$ cat src/rtl/draw_sprite_anim_if.sv
// Video timing/colour bus between display pipeline stages.
`timescale 1ns/1ps
interface draw_sprite_anim_if;
    logic [10:0] hcount;
    logic [10:0] vcount;
    logic        hsync;
    logic        vsync;
    logic        hblnk;
    logic        vblnk;
    logic [11:0] rgb;

    modport master (output hcount, vcount, hsync, vsync, hblnk, vblnk, rgb);
    modport slave  (input  hcount, vcount, hsync, vsync, hblnk, vblnk, rgb);
endinterface

$ cat src/rtl/draw_sprite_anim.sv
// Animated sprite overlay: ship sprite with explosion frames, 2-cycle video pipeline.
// Optional macro DRAW_SPRITE_BLINK_EN: post-respawn blink with hit immunity.
`timescale 1ns/1ps
module draw_sprite_anim #(
    parameter int unsigned SPRITE_W          = 84,
    parameter int unsigned SPRITE_H          = 70,
    parameter int unsigned YPOS              = 680,
    parameter int unsigned X_W               = 7,
    parameter int unsigned Y_W               = 7,
    parameter int unsigned N_FRAMES          = 4,
    parameter int unsigned FRAME_TICKS       = 8,
    parameter logic [11:0] TRANSPARENT_COLOR = 12'hFFF
) (
    input  logic                                  pclk,
    input  logic                                  rst_n,
    draw_sprite_anim_if.slave                     vid_in,
    draw_sprite_anim_if.master                    vid_out,
    input  logic [11:0]                           rgb_pixel,
    input  logic [10:0]                           xpos,
    input  logic                                  hit,
    input  logic                                  respawn,
    output logic [$clog2(N_FRAMES)+Y_W+X_W-1:0]   pixel_addr,
    output logic [$clog2(N_FRAMES)-1:0]           frame_idx,
    output logic                                  anim_done
);

    localparam int unsigned FRAME_W = $clog2(N_FRAMES);
    localparam int unsigned TICK_W  = (FRAME_TICKS > 1) ? $clog2(FRAME_TICKS) : 1;

    typedef enum logic [1:0] {ALIVE, EXPLODE, DEAD} state_t;

    state_t              state, state_n;
    logic [FRAME_W-1:0]  frame_n;
    logic [TICK_W-1:0]   tick_cnt, tick_n;
    logic                hit_pend, hit_pend_n;
    logic                resp_pend, resp_pend_n;
    logic                done_n;
    logic                vblnk_prev;
    logic                frame_tick;
    logic                hit_take, resp_take;
    logic                hit_ok;
    logic                sprite_vis;

`ifdef DRAW_SPRITE_BLINK_EN
    logic                blink_on, blink_on_n;
    logic [5:0]          blink_cnt, blink_cnt_n;
    assign hit_ok     = ~blink_on;
    assign sprite_vis = (state != DEAD) && !(blink_on && blink_cnt[2]);
`else
    assign hit_ok     = 1'b1;
    assign sprite_vis = (state != DEAD);
`endif

    assign frame_tick = vid_in.vblnk & ~vblnk_prev;
    assign hit_take   = hit_pend  | (hit & hit_ok);
    assign resp_take  = resp_pend | respawn;

    // Animation state register; also tracks vblnk for rising-edge detection.
    always_ff @(posedge pclk or negedge rst_n) begin
        if (!rst_n) begin
            state      <= ALIVE;
            frame_idx  <= '0;
            tick_cnt   <= '0;
            hit_pend   <= 1'b0;
            resp_pend  <= 1'b0;
            anim_done  <= 1'b0;
            vblnk_prev <= 1'b0;
`ifdef DRAW_SPRITE_BLINK_EN
            blink_on   <= 1'b0;
            blink_cnt  <= '0;
`endif
        end else begin
            state      <= state_n;
            frame_idx  <= frame_n;
            tick_cnt   <= tick_n;
            hit_pend   <= hit_pend_n;
            resp_pend  <= resp_pend_n;
            anim_done  <= done_n;
            vblnk_prev <= vid_in.vblnk;
`ifdef DRAW_SPRITE_BLINK_EN
            blink_on   <= blink_on_n;
            blink_cnt  <= blink_cnt_n;
`endif
        end
    end

    // Next-state logic: requests latch as pending, state moves only on frame ticks.
    always_comb begin
        state_n     = state;
        frame_n     = frame_idx;
        tick_n      = tick_cnt;
        hit_pend_n  = hit_pend;
        resp_pend_n = resp_pend;
        done_n      = 1'b0;
`ifdef DRAW_SPRITE_BLINK_EN
        blink_on_n  = blink_on;
        blink_cnt_n = blink_cnt;
`endif
        case (state)
            ALIVE: begin
                if (frame_tick && hit_take) begin
                    state_n    = EXPLODE;
                    frame_n    = FRAME_W'(1);
                    tick_n     = '0;
                    hit_pend_n = 1'b0;
                end else begin
                    hit_pend_n = hit_take;
                end
`ifdef DRAW_SPRITE_BLINK_EN
                if (frame_tick && blink_on) begin
                    if (blink_cnt == 6'd63) begin
                        blink_on_n = 1'b0;
                    end else begin
                        blink_cnt_n = blink_cnt + 6'd1;
                    end
                end
`endif
            end
            EXPLODE: begin
                if (frame_tick) begin
                    if (tick_cnt == TICK_W'(FRAME_TICKS - 1)) begin
                        tick_n = '0;
                        if (frame_idx == FRAME_W'(N_FRAMES - 1)) begin
                            state_n = DEAD;
                            frame_n = '0;
                            done_n  = 1'b1;
                        end else begin
                            frame_n = frame_idx + FRAME_W'(1);
                        end
                    end else begin
                        tick_n = tick_cnt + TICK_W'(1);
                    end
                end
            end
            DEAD: begin
                if (frame_tick && resp_take) begin
                    state_n     = ALIVE;
                    frame_n     = '0;
                    resp_pend_n = 1'b0;
`ifdef DRAW_SPRITE_BLINK_EN
                    blink_on_n  = 1'b1;
                    blink_cnt_n = '0;
`endif
                end else begin
                    resp_pend_n = resp_take;
                end
            end
            default: state_n = ALIVE;
        endcase
    end

    // Window test and ROM offsets in 12 bits so a right-edge overflow clips.
    logic [11:0]    hc12, vc12, xs12, xe12, ys12, ye12;
    logic           in_win;
    logic [X_W-1:0] x_off;
    logic [Y_W-1:0] y_off;

    assign hc12   = {1'b0, vid_in.hcount};
    assign vc12   = {1'b0, vid_in.vcount};
    assign xs12   = {1'b0, xpos};
    assign xe12   = xs12 + 12'(SPRITE_W);
    assign ys12   = 12'(YPOS);
    assign ye12   = 12'(YPOS + SPRITE_H);
    assign in_win = (hc12 >= xs12) && (hc12 < xe12) && (vc12 >= ys12) && (vc12 < ye12);
    assign x_off  = X_W'(hc12 - xs12);
    assign y_off  = Y_W'(vc12 - ys12);

    logic [10:0] hc_d1, vc_d1;
    logic        hs_d1, vs_d1, hb_d1, vb_d1;
    logic [11:0] rgb_d1;
    logic        in_win_d1, vis_d1;

    // Stage 1: delay timing, issue ROM address, register window/visibility.
    always_ff @(posedge pclk or negedge rst_n) begin
        if (!rst_n) begin
            hc_d1      <= '0;
            vc_d1      <= '0;
            hs_d1      <= 1'b0;
            vs_d1      <= 1'b0;
            hb_d1      <= 1'b0;
            vb_d1      <= 1'b0;
            rgb_d1     <= '0;
            in_win_d1  <= 1'b0;
            vis_d1     <= 1'b0;
            pixel_addr <= '0;
        end else begin
            hc_d1      <= vid_in.hcount;
            vc_d1      <= vid_in.vcount;
            hs_d1      <= vid_in.hsync;
            vs_d1      <= vid_in.vsync;
            hb_d1      <= vid_in.hblnk;
            vb_d1      <= vid_in.vblnk;
            rgb_d1     <= vid_in.rgb;
            in_win_d1  <= in_win;
            vis_d1     <= sprite_vis;
            pixel_addr <= {frame_idx, y_off, x_off};
        end
    end

    // Stage 2: blanking, then opaque sprite pixel over background.
    always_ff @(posedge pclk or negedge rst_n) begin
        if (!rst_n) begin
            vid_out.hcount <= '0;
            vid_out.vcount <= '0;
            vid_out.hsync  <= 1'b0;
            vid_out.vsync  <= 1'b0;
            vid_out.hblnk  <= 1'b0;
            vid_out.vblnk  <= 1'b0;
            vid_out.rgb    <= '0;
        end else begin
            vid_out.hcount <= hc_d1;
            vid_out.vcount <= vc_d1;
            vid_out.hsync  <= hs_d1;
            vid_out.vsync  <= vs_d1;
            vid_out.hblnk  <= hb_d1;
            vid_out.vblnk  <= vb_d1;
            if (hb_d1 || vb_d1) begin
                vid_out.rgb <= '0;
            end else if (in_win_d1 && vis_d1 && (rgb_pixel != TRANSPARENT_COLOR)) begin
                vid_out.rgb <= rgb_pixel;
            end else begin
                vid_out.rgb <= rgb_d1;
            end
        end
    end

endmodule

$ cat src/flat_wrapper.sv
// flat-port wrapper written by rule: the top's interface ports become plain ports
module draw_sprite_anim_flat 
#(
    parameter int unsigned SPRITE_W          = 84,
    parameter int unsigned SPRITE_H          = 70,
    parameter int unsigned YPOS              = 680,
    parameter int unsigned X_W               = 7,
    parameter int unsigned Y_W               = 7,
    parameter int unsigned N_FRAMES          = 4,
    parameter int unsigned FRAME_TICKS       = 8,
    parameter logic [11:0] TRANSPARENT_COLOR = 12'hFFF
)
  (pclk, rst_n, rgb_pixel, xpos, hit, respawn, pixel_addr, frame_idx, anim_done, vid_in_hcount, vid_in_vcount, vid_in_hsync, vid_in_vsync, vid_in_hblnk, vid_in_vblnk, vid_in_rgb, vid_out_hcount, vid_out_vcount, vid_out_hsync, vid_out_vsync, vid_out_hblnk, vid_out_vblnk, vid_out_rgb);
  draw_sprite_anim_if vid_in_i ();
  draw_sprite_anim_if vid_out_i ();
  input  logic pclk;
  input  logic rst_n;
  input  logic [11:0] rgb_pixel;
  input  logic [10:0] xpos;
  input  logic hit;
  input  logic respawn;
  output logic [$clog2(N_FRAMES)+Y_W+X_W-1:0] pixel_addr;
  output logic [$clog2(N_FRAMES)-1:0] frame_idx;
  output logic anim_done;
  input wire logic [$bits(vid_in_i.hcount)-1:0] vid_in_hcount;
  input wire logic [$bits(vid_in_i.vcount)-1:0] vid_in_vcount;
  input wire logic [$bits(vid_in_i.hsync)-1:0] vid_in_hsync;
  input wire logic [$bits(vid_in_i.vsync)-1:0] vid_in_vsync;
  input wire logic [$bits(vid_in_i.hblnk)-1:0] vid_in_hblnk;
  input wire logic [$bits(vid_in_i.vblnk)-1:0] vid_in_vblnk;
  input wire logic [$bits(vid_in_i.rgb)-1:0] vid_in_rgb;
  output wire logic [$bits(vid_out_i.hcount)-1:0] vid_out_hcount;
  output wire logic [$bits(vid_out_i.vcount)-1:0] vid_out_vcount;
  output wire logic [$bits(vid_out_i.hsync)-1:0] vid_out_hsync;
  output wire logic [$bits(vid_out_i.vsync)-1:0] vid_out_vsync;
  output wire logic [$bits(vid_out_i.hblnk)-1:0] vid_out_hblnk;
  output wire logic [$bits(vid_out_i.vblnk)-1:0] vid_out_vblnk;
  output wire logic [$bits(vid_out_i.rgb)-1:0] vid_out_rgb;
  assign vid_in_i.hcount = vid_in_hcount;
  assign vid_in_i.vcount = vid_in_vcount;
  assign vid_in_i.hsync = vid_in_hsync;
  assign vid_in_i.vsync = vid_in_vsync;
  assign vid_in_i.hblnk = vid_in_hblnk;
  assign vid_in_i.vblnk = vid_in_vblnk;
  assign vid_in_i.rgb = vid_in_rgb;
  assign vid_out_hcount = vid_out_i.hcount;
  assign vid_out_vcount = vid_out_i.vcount;
  assign vid_out_hsync = vid_out_i.hsync;
  assign vid_out_vsync = vid_out_i.vsync;
  assign vid_out_hblnk = vid_out_i.hblnk;
  assign vid_out_vblnk = vid_out_i.vblnk;
  assign vid_out_rgb = vid_out_i.rgb;
  draw_sprite_anim #(.SPRITE_W(SPRITE_W), .SPRITE_H(SPRITE_H), .YPOS(YPOS), .X_W(X_W), .Y_W(Y_W), .N_FRAMES(N_FRAMES), .FRAME_TICKS(FRAME_TICKS), .TRANSPARENT_COLOR(TRANSPARENT_COLOR)) u_core (.pclk(pclk), .rst_n(rst_n), .vid_in(vid_in_i), .vid_out(vid_out_i), .rgb_pixel(rgb_pixel), .xpos(xpos), .hit(hit), .respawn(respawn), .pixel_addr(pixel_addr), .frame_idx(frame_idx), .anim_done(anim_done));
endmodule
$ cat config.mk
export PLATFORM = sky130hd
export DESIGN_NAME = draw_sprite_anim_flat
export DESIGN_NICKNAME = d
export VERILOG_FILES = /design/src/rtl/draw_sprite_anim_if.sv /design/src/rtl/draw_sprite_anim.sv /design/src/flat_wrapper.sv
export SDC_FILE = /design/constraint.sdc
export NUM_CORES = 1
export LEC_CHECK = 0
export CAP_MARGIN = 20
export CORE_MARGIN = 3
export CORE_UTILIZATION = 47
export DETAILED_ROUTE_END_ITERATION = 12
export GPL_TIMING_DRIVEN = 0
export HOLD_SLACK_MARGIN = 0.15
export PLACE_DENSITY = 0.83
export RECOVER_POWER = 100
export SYNTH_ARGS = -nofsm -noshare
export SYNTH_HDL_FRONTEND = slang
export SYNTH_SLANG_ARGS = --single-unit
$ cat constraint.sdc
create_clock -name pclk -period 2.05 [get_ports pclk]
set_input_delay 0.3075 -clock pclk [delete_from_list [all_inputs] [get_ports pclk]]
set_output_delay 0.3075 -clock pclk [all_outputs]
set_load 0.01 [all_outputs]
## After elaboration in Yosys (flattened, before gate mapping)

Cells that the tools add are included.

| storage, ports and cells | value |
|---|---|
| bits in registers | 104 |
| input port bits | 65 |
| output and inout port bits | 57 |
| logic and storage cells | 83 |

| operators by class | value |
|---|---|
| $add $sub $neg | 5 |
| $lt $le $gt $ge | 4 |
| equal/unequal tests | 11 |
| multiplexer cells | 22 |
| bitwise operators | 4 |
| reductions and logical operators | 14 |

Operators with widths:

| operator | number |
|---|---|
| $mux 12 | 2 |
| $mux 2 | 8 |
| $add 11x7->12 const B | 1 |
| $lt 11x12->1 | 1 |
| $ne 12x12->1 const B | 1 |
| $pmux 2 s3 | 2 |
| $ge 11x10->1 const B | 1 |
| $ge 11x11->1 | 1 |
| $lt 11x10->1 const B | 1 |
| $ne 2x1->1 const B | 5 |
| $reduce_and 5->1 | 2 |
| $mux 3 | 3 |
| $logic_and 1x1->1 | 7 |
| $sub 7x6->7 const B | 1 |
| $sub 7x7->7 | 1 |
| $mux 1 | 6 |
| $pmux 3 s2 | 1 |
| $eq 2x2->1 const B | 2 |
| $add 3x1->3 const B | 1 |
| $eq 3x3->1 const B | 1 |
| $reduce_and 3->1 | 1 |
| $reduce_bool 3->1 | 1 |
| $add 2x1->2 const B | 1 |
| $eq 2x1->1 const B | 1 |
| other kinds (7) | 8 |

## Longest topological paths before layout

Gate-level depths: netlist of run 1.

| logic depth | value |
|---|---|
| word-level depth | 5 |
| mapped depth | 10 |
| depth with buffers taken out | 10 |

## Worst setup path after synthesis of run 1

Ideal clock, no wire load.

| timing path | value |
|---|---|
| path kind | input port to flip-flop |
| start | in xpos[2] |
| end | reg u_core.in_win_d1 |
| setup time | 94 ps |
| arrival | 1892 ps |
| data required time | 1956 ps |
| setup slack | 64 ps |
| stages on the path | 10 |
| path buffers | 0 |
| cell sequence | ha_1 o21a_1 o21ai_1 or3_1 xnor2_1 ha_1 nor3_1 o211a_1 o21ai_0 a221oi_2 |

| on the way | value |
|---|---|
| cells in the longest elaborated chain, start to end | 5 |
| elaborated cells on any way between the ends | 6 |
| classes of those cells | add/sub (1); order compare (2); reduce/logical (3) |

RTL lines:

| element | RTL line | RTL |
|---|---|---|
| start: declaration | flat_wrapper.sv:19 | `input logic [10:0] xpos;` |
| $add 11x7->12 | draw_sprite_anim.sv:161 | `assign xe12 = xs12 + 12'(SPRITE_W);` |
| $lt 11x12->1 | draw_sprite_anim.sv:164 | `assign in_win = (hc12 >= xs12) && (hc12 < xe12) && (vc12 >= ys12) && (vc12 < ye12);` |
| $logic_and 1x1->1 (*) (3 in series) | draw_sprite_anim.sv:164 |  |
| named net u_core.in_win | draw_sprite_anim.sv:154 | `logic in_win;` |
| end signal: assignment | draw_sprite_anim.sv:194 | `in_win_d1 <= in_win;` |
| end: declaration | draw_sprite_anim.sv:171 | `logic in_win_d1, vis_d1;` |

The timed path passes the listed nets; every way through them passes the cells marked *.
A chain may end at the register's enable or synchronous reset.

## Final worst setup path of run 1

| timing path | value |
|---|---|
| start | in xpos[3] |
| end | reg u_core.in_win_d1 |

Same word-level chain as after synthesis.

==> impl_metrics.csv, run 1 <==
group,metric,value,unit
sta,hold_viol,0,
setup_path,worstPathRequired,2.29,ns
synthesis,syn_inst,301,
cells_and_area,final_common_cell,"dfrtp_1",
setup_path,critPathMaxFanout,3,
synthesis,ys.warnings.count,0,
clocking,cts-buffers-inserted,9,
setup_path,crit_type,"input pin to register",
sta,slew_viol_final,0,
clocking,cts.sinks,101,
placed_design,numPortBuffers,121,
floorplanning,pin_count,122,
sta,fin_skew,0.00826,ns
clocking,root_buffer,"clkbuf_8",
cells_and_area,final_cell_mix,"dfrtp_1 (101), dlygate4sd3_1 (95), ha_1 (29)",
setup_path,critPathArrivalTime,2.20,ns
global_routing,antenna_found_initial,0,
sta,fin_crit,1.96,ns
sta,max_freq,0.510,GHz
floorplanning,rows,33,
global_routing,grt_busiest_layer,"met2",
detailed_routing,remaining_drc_errors,0,
placed_design,place_area,5390,µm²
sta,finalSetupTns,0,ns
detailed_routing,routed_wl,8350,µm
detailed_routing,dr.pass1.iters,4,
placed_design,place.gp.congestion,0.905,
pwr,p_int,0.00325,W
global_routing,grt.total_usage,17.4,%
synthesis,synth_top_area_share,62.7,%
pwr,cellLeakagePower,2.66,nW
synthesis,synth.avg_cell_area,13.4,µm²
floorplanning,fp.dieW,98.6,µm
synthesis,synthesis.nets,397,
global_routing,gr-total-overflow,0,
sta,max-slew-margin-rel,7.35,%
floorplanning,die_h,98.6,µm
pwr,combPwrFrac,24.0,%
detailed_routing,ant_nets,0,
cells_and_area,diodes,0,
synthesis,synth_area,4030,µm²
clocking,clkSlewWorstSetupHoldPaths,0.09,ns
pwr,irDropWorstVdd,0.000384,V
cells_and_area,layout-drive-gt1-share,9.71,%
setup_path,start_kind,"input pin",
clocking,clk_latency,0.34,ns
pwr,seqPwrFrac,50.6,%
clocking,cts_tree,"built",
synthesis,async_reset_ff_share,100,%
sta,setup_viol,0,
clocking,h-tree-depth,3,
detailed_routing,num_vias,2752,
cells_and_area,final_cell_area,5640,µm²
global_routing,grt_max_degree,58,
synthesis,synth_area_leaders,"dfrtp_1 (63%), ha_1 (9.3%), mux2i_1 (3.0%)",
floorplanning,core,8260,µm²
clocking,cts_buffer_depth,2,
synthesis,ys_types,55,
detailed_routing,drt-initial-drc-count,60,
detailed_routing,post_drt_wl_per_cell,15.2,µm
hold_path,hp-class,"register to register",
sta,fin_crit_sh,95.6,%
placed_design,dp_hpwl,6420,µm
synthesis,synth_edf_count,0,
cells_and_area,fin_nets,534,
pwr,swShare,28.1,%
sta,worstMarginPinSlew,1.39,ns
global_routing,grt_use_met1,21.3,%
global_routing,grt_pass1_vias,2827,
global_routing,grtUsageMet2,30.6,%
detailed_routing,avgViaCountPerCell,5.02,
setup_path,end_kind,"register",
pwr,p_switching,0.00127,W
flow_run,maxCapViolations,0,
global_routing,grt_pass1_wl,13500,µm
cells_and_area,area_growth,39.9,%
synthesis,yosys.area.top_type,"dfrtp_1",
floorplanning,start_util,48.8,%
global_routing,grtUsageMet3,3.47,%
synthesis,yosysSeqAreaShare,62.7,%
synthesis,synthFlopType,"dfrtp_1",
floorplanning,fp.dieArea,9720,µm²
pwr,powerDensity,800,nW/µm²
synthesis,ys_ff_latch,101,
run_status,status,"finished, final reports clean",
pwr,pwr-share-clk,25.5,%
==> flip-flops by register name (all words and copies together) (netlist names), 2 cells and up <==
name / cells
u_core.state: 2
u_core.tick_cnt: 3
u_core.vc_d1: 8
u_core.frame_idx: 2
u_core.vid_out.hcount: 11
u_core.vid_out.rgb: 12
u_core.vid_out.vcount: 11
u_core.rgb_d1: 12
u_core.pixel_addr: 16
u_core.hc_d1: 11
==> logic make-up (layout without fill, tap and decap cells) <==
kind of cell    after synthesis  after routing  share of synthesized area, %
xor+xnor                     10             10                          2.17
buf+inv                      30            172                          3.26
simple gates                 64             64                          8.79
compound gates               50             50                          9.44
fa+ha+maj                    31             31                          9.81
flops                       101            101                          62.7
mux                          15             15                          3.82
==> power groups by stage <==
| stage | registers [W] | logic, W | clock network (W) |
|---|---|---|---|
| finish | 0.00228 | 0.00108 | 0.00115 |
| global route | 0.00231 | 0.00121 | 0.00127 |
| CTS | 0.00229 | 0.00113 | 0.00120 |
| detailed placement | 0.00233 | 0.00112 | 0 |
| global placement | 0.00232 | 0.00107 | 0 |
| floorplan | 0.00236 | 0.000552 | 0 |
==> routing by layer <==
metal / wire (µm) / part of all wire [%]
met1: 3510 / 42
met2: 4310 / 52
met3: 338 / 4.0
met4: 186 / 2.2
met5: 0 / 0
==> final timing paths <==
kind | startpoint | endpoint | slack [ns] | cells after the start
max in group asynchronous | rst_n | u_core.vid_out.vcount[2] | 0.35 | 3
worst min-delay path | u_core.hc_d1[2] | u_core.vid_out.hcount[2] | 0.35 | 0
worst max-delay path | xpos[3] | u_core.in_win_d1 | 0.09 | 11
worst max register to register | u_core.state[0] | u_core.frame_idx[1] | 0.18 | 6
min in group asynchronous | rst_n | u_core.pixel_addr[3] | 0.82 | 2
worst min register to register | u_core.hc_d1[2] | u_core.vid_out.hcount[2] | 0.35 | 0
==> final cells by class <==
| cell class | count | area, µm² |
|---|---|---|
| Clock inverter | 4 | 32.5 |
| Clock buffer | 12 | 155 |
| Inverter | 24 | 90.1 |
| Multi-Input combinational cell | 170 | 1410 |
| Tap cell | 105 | 131 |
| Sequential cell | 101 | 2530 |
| Fill cell | 589 | 2620 |
| Buffer | 6 | 41.3 |
| Timing Repair Buffer | 126 | 1250 |
==> Yosys cell counts, types with 3 or more instances <==
cell	count
dfrtp_1	101
ha_1	30
inv_1	22
nor2_1	22
mux2i_1	12
a21oi_1	10
xnor2_1	8
nor3_1	7
nand4_1	6
o21a_1	6
nand2_1	5
nor2b_1	4
a22o_1	3
and3_1	3
buf_4	3
mux2_1	3
nand2b_1	3
o211ai_1	3
o21ai_0	3
o21ai_1	3
==> repair_timing <==
action | CTS | global route
resized for setup | 14 | 12
setup buffers | 1 | 2
hold endpoints to repair | 56 | 0
pin swaps | 4 | 6
cloned | 0 | 0
setup endpoints to repair | 1 | 1
hold buffers | 1 | 0
==> per-stage QoR <==
stage / util, % / std cells / hold slack [ns] / setup slack [ns] / power [W]
global placement: 65.1 / 527 / 0.332 / -2.84 / 0.00339
CTS: 68.1 / 546 / 0.352 / 0.00160 / 0.00462
floorplan: - / 301 / 0.0119 / 0.0643 / 0.00292
finish: 68.3 / 548 / 0.352 / 0.0901 / 0.00451
detailed placement: 65.3 / 528 / 0.335 / -0.705 / 0.00345
global route: 68.3 / 548 / 0.352 / -0.00505 / 0.00479
==> worst max-delay path, stage by stage <==
cell      delay [ns]
buf_2           0.15
ha_4            0.15
o21a_1          0.17
o21ai_2         0.08
or3_4           0.37
xnor2_1         0.13
ha_1            0.20
nor3_2          0.11
o211a_1         0.15
o21ai_0         0.10
a221oi_2        0.28
(Power assumes the default switching activity.)
==> inputs of run 2 (changes only) <==
--- a/config.mk
+++ b/config.mk
@@ -7,11 +7,12 @@
 export LEC_CHECK = 0
 export CAP_MARGIN = 20
 export CORE_MARGIN = 3
-export CORE_UTILIZATION = 47
+export CORE_UTILIZATION = 52
+export CTS_BUF_LIST = sky130_fd_sc_hd__clkbuf_2 sky130_fd_sc_hd__clkbuf_4 sky130_fd_sc_hd__clkbuf_8
 export DETAILED_ROUTE_END_ITERATION = 12
 export GPL_TIMING_DRIVEN = 0
 export HOLD_SLACK_MARGIN = 0.15
-export PLACE_DENSITY = 0.83
+export PLACE_DENSITY = 0.9
 export RECOVER_POWER = 100
 export SYNTH_ARGS = -nofsm -noshare
 export SYNTH_HDL_FRONTEND = slang
==> constraint.sdc (replaced) <==
create_clock -name pclk -period 2.4 [get_ports pclk]
set_input_delay 0.36 -clock pclk [delete_from_list [all_inputs] [get_ports pclk]]
set_output_delay 0.36 -clock pclk [all_outputs]
set_load 0.01 [all_outputs]
==> impl_metrics.csv, run 2 (synthesis results as in run 1) <==
group,metric,value,unit
run_status,status,"finished, final reports clean",
pwr,powerDensity,695,nW/µm²
clocking,h-tree-depth,3,
sta,finalSetupTns,0,ns
sta,fin_crit_sh,95.7,%
sta,setup_viol,0,
sta,max_freq,0.435,GHz
cells_and_area,layout-drive-gt1-share,7.24,%
setup_path,crit_type,"input pin to register",
cells_and_area,largest_register_ffs,16,
hold_path,hp-class,"register to register",
clocking,clkSlewWorstSetupHoldPaths,0.10,ns
detailed_routing,remaining_drc_errors,0,
sta,slew_viol_final,0,
detailed_routing,drt-initial-drc-count,76,
cells_and_area,num-fill-cells,484,
detailed_routing,num_vias,2739,
setup_path,path_cells,"clkdlybuf4s50_1 > inv_2 > o32ai_2 > xnor2_1 > ha_1 > a22oi_1 > o211a_1 > o21ai_0 > a221oi_2",
setup_path,worstPathRequired,2.64,ns
global_routing,grt_pass1_wl,13800,µm
setup_path,cpPeakStageDelay,0.57,ns
cells_and_area,seq_area,2530,µm²
global_routing,antenna_found_initial,0,
global_routing,grt_pass1_vias,2801,
setup_path,critPathTopFamily,"compound AO/OA/AOI/OAI gates",
global_routing,grt.total_usage,20.6,%
detailed_routing,ant_nets,0,
placed_design,numPortBuffers,121,
detailed_routing,post_drt_wl_per_cell,15.7,µm
cells_and_area,multi_input_area,1360,µm²
floorplanning,start_util,54.7,%
cells_and_area,diodes,0,
cells_and_area,fin_nets,533,
cells_and_area,final_cell_area,5590,µm²
cells_and_area,regMostFlops,"u_core.pixel_addr",
floorplanning,rows,31,
detailed_routing,dr.pass1.iters,4,
clocking,cts_tree,"built",
sta,hold_ws,0.349,ns
sta,fin_skew,0.0172,ns
setup_path,crit_buf_inv,2,
placed_design,place_area,5390,µm²
cells_and_area,reg_top3,"u_core.pixel_addr: 16 flops, u_core.rgb_d1: 12 flops, u_core.vid_out.rgb: 12 flops",
setup_path,end_kind,"register",
pwr,irDropWorstVdd,0.000359,V
global_routing,gr-total-overflow,0,
clocking,cts-buffers-inserted,9,
pwr,cellLeakagePower,2.62,nW
placed_design,pre_cts_slack,-0.509,ns
sta,fin_ws,0.103,ns
cells_and_area,final_cell_mix,"dfrtp_1 (101), dlygate4sd3_1 (96), ha_1 (29)",
cells_and_area,final_common_cell,"dfrtp_1",
setup_path,critPathMaxFanout,4,
clocking,cts_buffer_depth,2,
clocking,root_buffer,"clkbuf_8",
clocking,clk_latency,0.35,ns
placed_design,place.gp.congestion,0.837,
floorplanning,fp.dieW,94.0,µm
clocking,cts.sinks,101,
sta,fin_crit,2.30,ns
floorplanning,fp.dieArea,8840,µm²
global_routing,grt_max_degree,66,
flow_run,maxCapViolations,0,
setup_path,cpMaxStageDelayCell,"clkdlybuf4s50_1",
detailed_routing,routed_wl,8500,µm
floorplanning,core,7370,µm²
floorplanning,pin_count,122,
sta,rsz0062_at_grt,"no",
cells_and_area,area_growth,38.6,%
detailed_routing,avgViaCountPerCell,5.06,
floorplanning,die_h,94.0,µm
sta,worstMarginPinSlew,1.01,ns
sta,max-slew-margin-rel,32.0,%
placed_design,dp_hpwl,6600,µm
setup_path,start_kind,"input pin",
setup_path,critPathArrivalTime,2.53,ns
sta,hold_viol,0,
==> run 2: cell count changes in the layout (fill, tap and decap cells not counted), sizes merged <==
cell,change
clkinv,-1
inv,+3
dlygate4sd2,+1
clkdlybuf4s50,+4
dlygate4sd3,+1
buf,-3
dlymetal6s2s,-3
clkbuf,-2
clkdlybuf4s15,-1
==> run 2: worst paths after layout <==
check	start	endpoint	slack (ns)	cells after the start
setup reg to reg	u_core.state[0]	u_core.frame_idx[1]	0.36	6
hold reg to reg	u_core.vc_d1[7]	u_core.vid_out.vcount[7]	0.35	0
hold / removal	u_core.vc_d1[7]	u_core.vid_out.vcount[7]	0.35	0
setup / recovery	xpos[7]	u_core.in_win_d1	0.10	9
min in group asynchronous	rst_n	u_core.pixel_addr[4]	0.69	2
max in group asynchronous	rst_n	u_core.hc_d1[7]	0.89	3
==> run 2: worst register-to-register path, delay by kind of cell, from the launching register on <==
kind,cells,cell delay (ns)
AND/OR/NAND/NOR,2,0.65
flip-flops,1,0.42
multiplexers,1,0.38
adder cells (fa/ha/maj),1,0.29
AO/OA/AOI/OAI,1,0.13
buffers and inverters,1,0.08
==> run 2: repair_timing <==
action / CTS / global route
endpoints found under the hold margin: 36 / 0
gates resized for setup: 4 / 2
endpoints found under the setup margin: 1 / 1
hold buffers: 1 / 0
pin swaps: 1 / 1
setup buffers: 1 / 1
cloned: 0 / 0
==> run 2: layout make-up <==
| class | instances | share of cell area [%] |
|---|---|---|
| Sequential cell | 101 | 45.3 |
| Multi-Input combinational cell | 170 | 24.3 |
| Clock inverter | 6 | 0.941 |
| Timing Repair Buffer | 125 | 22.5 |
| Inverter | 24 | 1.61 |
| Tap cell | 99 | 2.22 |
| Buffer | 6 | 0.739 |
| Clock buffer | 10 | 2.46 |
==> run 2: through the flow <==
step	power (W)	std cells	util, %
6_report	0.00388	541	75.8
5_1_grt	0.00411	541	75.8
4_1_cts	0.00398	540	75.9
3_5_place_dp	0.00295	522	73.1
3_3_place_gp	0.00289	521	72.8
2_1_floorplan	0.00249	301	-
==> run 2: per-layer routing <==
metal | part of all wire, % | wire length, µm | vias to the layer above | GRT usage, %
met5 | 0 | 0 | - | 0
met4 | 1.5 | 125 | 0 | 6.74
met3 | 5.2 | 438 | 11 | 4.97
met2 | 52 | 4430 | 90 | 36.3
met1 | 41 | 3500 | 1311 | 24.8
li1 | - | - | 1327 | -
==> run 2: power breakdown <==
part	switching (W)	internal, W	leakage (nW)
clock	0.000595	0.000422	0.0914
sequential	0.0000823	0.00187	1.21
combinational	0.000461	0.000452	1.32
total	0.00114	0.00274	2.62
==> inputs of run 3 (changes only) <==
--- a/config.mk
+++ b/config.mk
@@ -7,13 +7,14 @@
 export LEC_CHECK = 0
 export CAP_MARGIN = 20
 export CORE_MARGIN = 3
-export CORE_UTILIZATION = 52
+export CORE_UTILIZATION = 55
 export CTS_BUF_LIST = sky130_fd_sc_hd__clkbuf_2 sky130_fd_sc_hd__clkbuf_4 sky130_fd_sc_hd__clkbuf_8
 export DETAILED_ROUTE_END_ITERATION = 12
-export GPL_TIMING_DRIVEN = 0
+export DONT_BUFFER_PORTS = 1
 export HOLD_SLACK_MARGIN = 0.15
-export PLACE_DENSITY = 0.9
+export PLACE_DENSITY = 0.73
 export RECOVER_POWER = 100
+export SETUP_SLACK_MARGIN = 0.05
 export SYNTH_ARGS = -nofsm -noshare
 export SYNTH_HDL_FRONTEND = slang
 export SYNTH_SLANG_ARGS = --single-unit
==> impl_metrics.csv, run 3 (synthesis results as in run 1) <==
group,metric,value,unit
sta,fin_crit_sh,81.8,%
pwr,powerDensity,775,nW/µm²
cells_and_area,regMostFlops,"u_core.pixel_addr",
placed_design,dp_hpwl,5450,µm
cells_and_area,area_growth,16.2,%
cells_and_area,diodes,0,
setup_path,worstPathRequired,2.63,ns
sta,finalSetupTns,0,ns
pwr,p_switching,0.00103,W
sta,rsz0062_at_grt,"no",
global_routing,grt_max_degree,102,
floorplanning,die_h,91.6,µm
clocking,cts_buffer_depth,2,
detailed_routing,drt-initial-drc-count,88,
clocking,cts_setup_buffers,0,
pwr,p_int,0.00260,W
clocking,h-tree-depth,3,
detailed_routing,num_vias,2431,
floorplanning,fp.dieW,91.6,µm
cells_and_area,largest_register_ffs,16,
setup_path,r2r_setup_slack,0.44,ns
setup_path,crit_type,"register to register",
pwr,cellLeakagePower,2.20,nW
clocking,cts_resized,0,
sta,worstMarginPinSlew,0.524,ns
placed_design,pre_cts_slack,0.183,ns
clocking,cts.sinks,101,
run_status,violations,"negative hold slack",
sta,hold_viol,101,
detailed_routing,routed_wl,7690,µm
detailed_routing,remaining_drc_errors,0,
clocking,ctsHoldBuffers,39,
floorplanning,fp.dieArea,8390,µm²
hold_path,hp-class,"input pin to async pin",
clocking,clk_latency,0.35,ns
pwr,irDropWorstVdd,0.000332,V
pwr,combPwrFrac,16.8,%
setup_path,critPathMaxFanout,7,
run_status,status,"finished, violations left",
global_routing,antenna_found_initial,0,
setup_path,start_kind,"register",
clocking,root_buffer,"clkbuf_8",
sta,max_freq,0.509,GHz
floorplanning,rows,30,
placed_design,place.gp.congestion,0.805,
floorplanning,pin_count,122,
global_routing,grt.total_usage,18.9,%
cells_and_area,final_cell_mix,"dfrtp_1 (101), dlygate4sd3_1 (39), ha_1 (30)",
floorplanning,core,6940,µm²
detailed_routing,ant_nets,0,
cells_and_area,final_common_cell,"dfrtp_1",
sta,fin_skew,0.0164,ns
setup_path,timing.rr.start,"u_core.state[0]",
global_routing,grt_pass1_wl,12400,µm
cells_and_area,fin_nets,442,
cells_and_area,layout-drive-gt1-share,6.27,%
sta,fin_ws,0.436,ns
cells_and_area,reg_top3,"u_core.pixel_addr: 16 flops, u_core.rgb_d1: 12 flops, u_core.vid_out.rgb: 12 flops",
floorplanning,start_util,58.0,%
pwr,seqPwrFrac,55.5,%
setup_path,critPathArrivalTime,2.20,ns
clocking,cts-buffers-inserted,9,
sta,slew_viol_final,0,
pwr,swShare,28.5,%
sta,hold_ws,-0.301,ns
setup_path,r2r_cells,6,
clocking,clkSlewWorstSetupHoldPaths,0.10,ns
setup_path,r2r-end,"u_core.frame_idx[1]",
detailed_routing,dr.pass1.iters,4,
pwr,pwr-share-clk,27.8,%
setup_path,end_kind,"register",
clocking,cts_tree,"built",
detailed_routing,post_drt_wl_per_cell,17.2,µm
sta,setup_viol,0,
flow_run,maxCapViolations,0,
global_routing,gr-total-overflow,0,
sta,max-slew-margin-rel,64.2,%
placed_design,numPortBuffers,0,
detailed_routing,avgViaCountPerCell,5.44,
sta,fin_crit,1.96,ns
global_routing,grt_pass1_vias,2508,
==> run 3: changes by cell type in the layout (fill, tap and decap cells not counted), moves of 3 or more <==
cell / change
buf_4: -5
clkdlybuf4s50_1: -22
dlygate4sd3_1: -57
dlygate4sd2_1: -3
==> run 3: how the worst max path moves through the flow <==
stage,start,depth (start not counted),slack [ns],to
5_1_grt,u_core.state[0],6,0.26,u_core.frame_idx[0]
3_5_place_dp,xpos[2],10,0.18,u_core.in_win_d1
4_1_cts,xpos[2],10,0.56,u_core.in_win_d1
2_1_floorplan,xpos[2],10,0.36,u_core.in_win_d1
3_3_place_gp,xpos[2],10,0.29,u_core.in_win_d1
6_report,u_core.state[0],6,0.44,u_core.frame_idx[1]
==> run 3: worst max-delay path, cell delays in order, from the launching register on <==
cell and delay (ns):
dfrtp_1 0.40, inv_1 0.07, ha_1 0.29, nor2_1 0.16, o2bb2ai_1 0.10, nor4b_1 0.46
mux2_1 0.37
==> run 3: layer usage <==
| layer | up-vias | routed length (µm) | track usage [%] |
|---|---|---|---|
| met5 | - | 0 | 0 |
| met4 | 0 | 93 | 5.03 |
| met3 | 8 | 513 | 6.38 |
| met2 | 83 | 3910 | 31.7 |
| met1 | 1195 | 3180 | 23.5 |
| li1 | 1145 | - | - |
==> run 3: metrics by stage <==
| stage | hold WS [ns] | cell area, µm² | total power, W | utilization (%) | std cells |
|---|---|---|---|---|---|
| after global routing | -0.344 | 4680 | 0.00385 | 67.4 | 447 |
| after global placement | 0.0663 | 4120 | 0.00259 | 59.3 | 392 |
| final | -0.301 | 4680 | 0.00363 | 67.4 | 447 |
| after floorplan | 0.0644 | 4030 | 0.00249 | - | 301 |
| after CTS | -0.323 | 4700 | 0.00369 | 67.7 | 447 |
| after detailed placement | 0.0667 | 4120 | 0.00262 | 59.3 | 392 |
==> run 3: final cells by class <==
| cell class | count | area [µm²] |
|---|---|---|
| timing repair buffer | 40 | 394 |
| sequential | 101 | 2530 |
| clock inverter | 6 | 53.8 |
| inverter | 24 | 90.1 |
| clock buffer | 10 | 138 |
| multi-input combinational | 170 | 1360 |
| fill | 514 | 2260 |
| tap | 96 | 120 |
==> run 3: power groups by stage <==
stage / clock [W] / sequential [W] / combinational, W
floorplan: 0 / 0.00202 / 0.000472
finish: 0.00101 / 0.00201 / 0.000608
global placement: 0 / 0.00205 / 0.000546
detailed placement: 0 / 0.00205 / 0.000568
global route: 0.00111 / 0.00203 / 0.000699
CTS: 0.00104 / 0.00202 / 0.000624
